File: src/rtl/memory_bus_arbiter.sv
// Two-requester memory bus arbiter with a registered request stage and a tag FIFO routing read returns.
// Define MEMORY_BUS_ARBITER_RR_EN for round-robin arbitration; otherwise M0 has fixed priority.
module memory_bus_arbiter #(
  parameter int P_TAG_DEPTH   = 4,
  parameter int P_TAG_DEPTH_N = 2
) (
  input  logic        iCLOCK,
  input  logic        inRESET,
  input  logic        iM0_REQ,
  output logic        oM0_LOCK,
  input  logic [1:0]  iM0_ORDER,
  input  logic [3:0]  iM0_MASK,
  input  logic        iM0_RW,
  input  logic [31:0] iM0_ADDR,
  input  logic [31:0] iM0_DATA,
  output logic        oM0_VALID,
  input  logic        iM0_BUSY,
  output logic [63:0] oM0_DATA,
  input  logic        iM1_REQ,
  output logic        oM1_LOCK,
  input  logic [1:0]  iM1_ORDER,
  input  logic [3:0]  iM1_MASK,
  input  logic        iM1_RW,
  input  logic [31:0] iM1_ADDR,
  input  logic [31:0] iM1_DATA,
  output logic        oM1_VALID,
  input  logic        iM1_BUSY,
  output logic [63:0] oM1_DATA,
  output logic        oMEMORY_REQ,
  output logic [1:0]  oMEMORY_ORDER,
  output logic [3:0]  oMEMORY_MASK,
  output logic        oMEMORY_RW,
  output logic [31:0] oMEMORY_ADDR,
  output logic [31:0] oMEMORY_DATA,
  input  logic        iMEMORY_LOCK,
  input  logic        iMEMORY_VALID,
  input  logic [63:0] iMEMORY_DATA,
  output logic        oMEMORY_BUSY,
  output logic        oERR
);

  localparam int PTR_W = P_TAG_DEPTH_N;
  localparam int CNT_W = P_TAG_DEPTH_N + 1;

  logic             stageReq_q, stageReq_d;
  logic [1:0]       stageOrder_q, stageOrder_d;
  logic [3:0]       stageMask_q, stageMask_d;
  logic             stageRw_q, stageRw_d;
  logic [31:0]      stageAddr_q, stageAddr_d;
  logic [31:0]      stageData_q, stageData_d;
  logic             tagMem_q [P_TAG_DEPTH];
  logic [PTR_W-1:0] wrPtr_q, wrPtr_d, rdPtr_q, rdPtr_d;
  logic [CNT_W-1:0] tagCount_q, tagCount_d;
  logic             err_q, err_d;

  logic stageFree, fifoEmpty, fifoFull, m0Ok, m1Ok, grant0, grant1;
  logic push, pop, headId;

  // Full is judged on the registered count, so a pop in the same cycle never frees a slot.
  assign stageFree = !stageReq_q || !iMEMORY_LOCK;
  assign fifoEmpty = (tagCount_q == '0);
  assign fifoFull  = (tagCount_q == CNT_W'(P_TAG_DEPTH));
  assign m0Ok      = inRESET && iM0_REQ && stageFree && (iM0_RW || !fifoFull);
  assign m1Ok      = inRESET && iM1_REQ && stageFree && (iM1_RW || !fifoFull);

`ifdef MEMORY_BUS_ARBITER_RR_EN
  logic rrPtr_q, rrPtr_d;

  always_comb begin
    grant0  = m0Ok && (!m1Ok || !rrPtr_q);
    grant1  = m1Ok && (!m0Ok || rrPtr_q);
    rrPtr_d = rrPtr_q;
    if (m0Ok && m1Ok) rrPtr_d = ~rrPtr_q;
  end

  always_ff @(posedge iCLOCK or negedge inRESET) begin
    if (!inRESET) rrPtr_q <= 1'b0;
    else          rrPtr_q <= rrPtr_d;
  end
`else
  always_comb begin
    grant0 = m0Ok;
    grant1 = m1Ok && !m0Ok;
  end
`endif

  assign headId = tagMem_q[rdPtr_q];
  assign push   = (grant0 && !iM0_RW) || (grant1 && !iM1_RW);
  assign pop    = iMEMORY_VALID && !fifoEmpty;

  always_comb begin
    stageReq_d   = stageReq_q;
    stageOrder_d = stageOrder_q;
    stageMask_d  = stageMask_q;
    stageRw_d    = stageRw_q;
    stageAddr_d  = stageAddr_q;
    stageData_d  = stageData_q;
    wrPtr_d      = wrPtr_q;
    rdPtr_d      = rdPtr_q;
    tagCount_d   = tagCount_q;
    err_d        = err_q || (iMEMORY_VALID && fifoEmpty);
    if (grant0 || grant1) begin
      stageReq_d   = 1'b1;
      stageOrder_d = grant1 ? iM1_ORDER : iM0_ORDER;
      stageMask_d  = grant1 ? iM1_MASK  : iM0_MASK;
      stageRw_d    = grant1 ? iM1_RW    : iM0_RW;
      stageAddr_d  = grant1 ? iM1_ADDR  : iM0_ADDR;
      stageData_d  = grant1 ? iM1_DATA  : iM0_DATA;
    end else if (stageReq_q && !iMEMORY_LOCK) begin
      stageReq_d = 1'b0;
    end
    if (push) wrPtr_d = wrPtr_q + PTR_W'(1);
    if (pop)  rdPtr_d = rdPtr_q + PTR_W'(1);
    if (push && !pop)      tagCount_d = tagCount_q + CNT_W'(1);
    else if (!push && pop) tagCount_d = tagCount_q - CNT_W'(1);
  end

  always_ff @(posedge iCLOCK or negedge inRESET) begin
    if (!inRESET) begin
      stageReq_q   <= 1'b0;
      stageOrder_q <= '0;
      stageMask_q  <= '0;
      stageRw_q    <= 1'b0;
      stageAddr_q  <= '0;
      stageData_q  <= '0;
      wrPtr_q      <= '0;
      rdPtr_q      <= '0;
      tagCount_q   <= '0;
      err_q        <= 1'b0;
      for (int i = 0; i < P_TAG_DEPTH; i++) tagMem_q[i] <= 1'b0;
    end else begin
      stageReq_q   <= stageReq_d;
      stageOrder_q <= stageOrder_d;
      stageMask_q  <= stageMask_d;
      stageRw_q    <= stageRw_d;
      stageAddr_q  <= stageAddr_d;
      stageData_q  <= stageData_d;
      wrPtr_q      <= wrPtr_d;
      rdPtr_q      <= rdPtr_d;
      tagCount_q   <= tagCount_d;
      err_q        <= err_d;
      if (push) tagMem_q[wrPtr_q] <= grant1;
    end
  end

  assign oM0_LOCK      = !grant0;
  assign oM1_LOCK      = !grant1;
  assign oM0_VALID     = pop && !headId;
  assign oM1_VALID     = pop && headId;
  assign oM0_DATA      = oM0_VALID ? iMEMORY_DATA : 64'h0;
  assign oM1_DATA      = oM1_VALID ? iMEMORY_DATA : 64'h0;
  assign oMEMORY_BUSY  = !fifoEmpty && (headId ? iM1_BUSY : iM0_BUSY);
  assign oMEMORY_REQ   = stageReq_q;
  assign oMEMORY_ORDER = stageOrder_q;
  assign oMEMORY_MASK  = stageMask_q;
  assign oMEMORY_RW    = stageRw_q;
  assign oMEMORY_ADDR  = stageAddr_q;
  assign oMEMORY_DATA  = stageData_q;
  assign oERR          = err_q;

endmodule

File: config.mk
export PLATFORM = sky130hd
export DESIGN_NAME = memory_bus_arbiter
export DESIGN_NICKNAME = d
export VERILOG_FILES = /design/src/rtl/memory_bus_arbiter.sv
export SDC_FILE = /design/constraint.sdc
export NUM_CORES = 1
export LEC_CHECK = 0
export CAP_MARGIN = 40
export CORE_AREA = 4 4 163 165
export DETAILED_ROUTE_END_ITERATION = 16
export DIE_AREA = 0 0 167 169
export PLACE_DENSITY = 0.6
export RECOVER_POWER = 100
export SYNTH_ARGS = -nofsm -noshare
export SYNTH_HDL_FRONTEND = slang
export SYNTH_SLANG_ARGS = --single-unit
File: constraint.sdc
create_clock -name iCLOCK -period 3.7 [get_ports iCLOCK]
set_input_delay 1.11 -clock iCLOCK [delete_from_list [all_inputs] [get_ports iCLOCK]]
set_output_delay 1.11 -clock iCLOCK [all_outputs]
set_load 0.02 [all_outputs]
# After elaboration in Yosys (flattened, before gate mapping)
# Cells that the tools add are included.
# word_totals
regBits	84
latchBits	0
ramBits	0
rom_bits	0
output_inout_bits	206
wordCells	80
mem_count	0
# classes
add_sub_neg	4
mul	0
div	0
n_lt_le_gt_ge	3
eq_ne	1
shift	0
muxes	18
bitwise	2
reduce_logical	38
# ops
operator	n
64-bit 2-to-1 mux	2
32-bit 2-to-1 mux	2
1-bit logical AND	18
1-bit logical NOT	11
1-bit 2-to-1 mux	7
3-bit >= comparator (second input constant)	2
1-bit logical OR	6
3-bit 2-to-1 mux	2
2-bit NOT with 3-bit output	2
2-bit by 1-bit adder with 2-bit output (second input constant)	2
4-bit bitwise mux	1
4-bit 2-to-1 mux	1
2-bit nonzero test	2
3-bit by 1-bit adder with 3-bit output (second input constant)	1
3-bit equality test (second input constant)	1
3-bit logical NOT	1
3-bit by 1-bit < comparator with 1-bit output (second input constant)	1
3-bit by 1-bit subtractor with 3-bit output (second input constant)	1
1-bit binary-select mux with 2-bit select	1
1-bit demux with 2-bit select	1
2-bit 2-to-1 mux	1

# Logic depth before layout (Yosys ltp)
# depth
ltp_word	12
mapped_depth	8

# Worst setup path after synthesis
# No wires, ideal clock.
# synth_path
kind	input to output
from	input iM1_RW
to	output oM1_LOCK
t_arrival_ns	2.200
slack_ns	0.390
stages	5
n_path_buf	2
path_cell_list	or4b_4 > o2111a_1 > buf_6 > inv_1 > buf_4
# synth_via
elab_chain_cells	4
# synth_rtl
item	line_no	text
start, declared	23	input logic iM1_RW,
1-bit logical OR	64	assign m1Ok = inRESET && iM1_REQ && stageFree && (iM1_RW || !fifoFull);
1-bit logical AND	64	
1-bit logical AND	83	grant1 = m1Ok && !m0Ok;
1-bit logical NOT	147	assign oM1_LOCK = !grant1;
end, declared	20	output logic oM1_LOCK,
# No other way between the ends.

# Worst setup path in the final report
# Same ends and word-level chain as after synthesis.

==> metrics.cfg <==
[die]
row_count=58
boundaryPins=420
die_area_um2=28220
start_util=0.1852
die_h_um=169
placeableCoreArea_um2=25040
die_w_um=167

[timing]
worstMarginPinSlew_ns=1.405
relSlewSlack=0.06325
setup_ws_ns=0.04876
fmax_mhz=273.9
fin_crit_ns=3.651
drv_slew=0
final.period_utilization=0.9868
fin_skew_ns=0.01250
rsz0062_at_grt=false
hold_viol_final=0
setup_viol=0

[drt]
drt-initial-drc-count=121
wire_per_inst_um=18.92
num_vias=5073
vias_per_cell=4.179
dr.pass1.iters=4
drtAntennaViolNets=0
wl_mm=22.97
drc=0

[placement]
place_hpwl_mm=18.93
portBuffers=419
gpl.final_weighted_congestion=0.8820
dp_cells=1195
dp_slack_ns=-0.4121

[pwr]
p_int_mw=2.983
p_sw_frac=0.3998
combPwrFrac=0.528
p_seq_frac=0.282
power_frac_clock=0.190
power.density_nw_per_um2=524.1
p_leak_nw=4.648
p_switching_mw=1.987
power_mw=4.969
ir_worst_vdd_mv=0.1968

[clock_tree]
clk_pin_slew_ns=0.07
cts_tree=done
cts_sinks=84
clk_path_buf_depth=2
insertion_delay_ns=0.35
numCtsBuffers=9
ctsRootBufferMaster=clkbuf_16
htreeDepth=3

[critical_path]
cp-end-kind=output port
critPathMaxFanout=2
rrSetupSlack_ns=0.99
critPathRequiredTime_ns=2.59
crit_path_start_kind=input pin
critPathKind=input pin to output port
crit_arrival_ns=2.54

[yosys]
synth_seq_cells=84
synth_cells=458
netlist-cell-type-count=34
synth_area_um2=4637
syn_nets=678
avgSynthCellArea_um2=10.12
yosysSeqAreaShare=0.4533
yosysTopAreaCellShare=0.4533
synth_area_leaders=dfrtp_1 45%, and2_1 17%, a22o_1 10%, a21o_1 9.1%, o22ai_1 2.0%
synth_area_leader_cell=dfrtp_1
ys_warn_count=0

[grt]
track_usage=0.1528
gr-total-overflow=0
grt_pass1_wl_mm=32.48
antenna_found_initial=1
grt_pass1_vias=5114
grt_max_degree=65

[hold_path]
hold_path_class=register to register

[finish]
mostFrequentLayoutCell=clkdlybuf4s50_1
layout.cells.non_filler=1214
fin_nets=1099
syn_to_final_growth_pct=104.5
final_cell_mix=210 x clkdlybuf4s50_1, 108 x and2_1, 85 x dlygate4sd2_1, 84 x dfrtp_1, 74 x dlygate4sd3_1
drive_gt1_frac=0.08371
fin_util=0.3787
diodes=0

[status]
status=completed

[flow_run]
maxCapViolations=0

cell type report:
type / count / area (um^2)
multi-input cells: 315 / 2282
clock inverters: 6 / 71.32
well taps: 330 / 412.9
inverters: 23 / 86.33
fillers: 2633 / 15560
flip-flops and latches: 84 / 2102
clock buffers: 10 / 229.0
repair buffers: 446 / 4297
kinds of logic (layout without fill, tap and decap cells):
family          Yosys count  count (layout)  share of synthesized area
compound gates          148             148                     0.2464
xor+xnor                  6               6                    0.01134
fa+ha+maj                 6               6                    0.01781
buf+inv                  59             485                    0.05585
flops                    84              84                     0.4533
mux                       7               7                    0.01916
simple gates            148             148                     0.1962
flip-flops by register name (all words and copies together), names as in the netlist:
register and cells:
oERR 1, oMEMORY_ADDR 32, oMEMORY_DATA 32, oMEMORY_MASK 4, oMEMORY_ORDER 2, oMEMORY_REQ 1
oMEMORY_RW 1, rdPtr_q 2, tagCount_q 3, tagMem_q 4, wrPtr_q 2
critical path: stages:
cell and delay, ns:
clkdlybuf4s50_1 0.42, or4b_4 0.50, o2111a_2 0.18, inv_1 0.07, clkdlybuf4s15_2 0.26
per-layer routing:
metal	up-vias	share of wire	global-route usage
li1	2431	-	-
met3	41	0.088	0.04811
met5	-	0.00030	0
met1	2315	0.36	0.1595
met4	2	0.039	0.06261
met2	284	0.52	0.2837
final timing paths:
kind,to,cells after the start,from
setup reg to reg,oMEMORY_ADDR[19]$_DFFE_PN0P_,7,tagCount_q[1]$_DFFE_PN0P_
setup / recovery,oM1_LOCK,5,iM1_RW
hold reg to reg,oMEMORY_DATA[1]$_DFFE_PN0P_,1,oMEMORY_DATA[1]$_DFFE_PN0P_
hold / removal,oMEMORY_DATA[1]$_DFFE_PN0P_,1,oMEMORY_DATA[1]$_DFFE_PN0P_
min in group asynchronous,wrPtr_q[0]$_DFFE_PN0P_,2,inRESET
max in group asynchronous,oMEMORY_ADDR[23]$_DFFE_PN0P_,3,inRESET
synthesized netlist by cell type:
cell,number
mux2i_1,1
or3b_2,1
a21oi_1,16
nor2_1,4
nor3_1,2
buf_2,9
nor3b_1,1
mux2_2,5
buf_4,1
or4b_4,1
fa_1,1
nor4b_1,1
mux4_2,1
nand2_1,7
ha_1,5
o22ai_1,15
o2111a_1,1
and2_1,128
xor2_1,3
xnor2_1,3
o21ai_0,1
a21boi_0,1
inv_1,23
buf_1,1
a21bo_2,1
dfrtp_1,84
clkbuf_1,22
a31oi_2,1
nor2b_1,1
buf_6,3
nand2b_1,2
a22o_1,55
a21o_1,56
a211oi_4,1
power by group through the flow:
| stage | logic [mW] | registers [mW] | clock network (mW) |
|---|---|---|---|
| 2_1_floorplan | 1.05 | 1.70 | 0 |
| 3_5_place_dp | 2.94 | 1.43 | 0 |
| 5_1_grt | 2.80 | 1.44 | 1.02 |
| 6_report | 2.62 | 1.40 | 0.943 |
| 4_1_cts | 2.81 | 1.42 | 0.992 |
| 3_3_place_gp | 2.93 | 1.41 | 0 |
what timing repair did:
action | 4_1_cts | 5_1_grt
pin swaps | 0 | 0
hold buffers | 0 | 0
resized for setup | 152 | 19
cloned | 0 | 2
buffers inserted | 0 | 1
endpoints found under the setup margin | 119 | 119
metrics by stage:
stage,hold slack (ns),setup TNS (ns),cell area [um^2]
detailed placement,0.4639,-32.60,9462
finish,0.4707,0,9480
global route,0.4846,0,9480
global placement,0.4570,-31.10,9434
CTS,0.4802,-0.005936,9684
floorplan,0.4495,0,4637
Power figures use the tool's default switching activity.
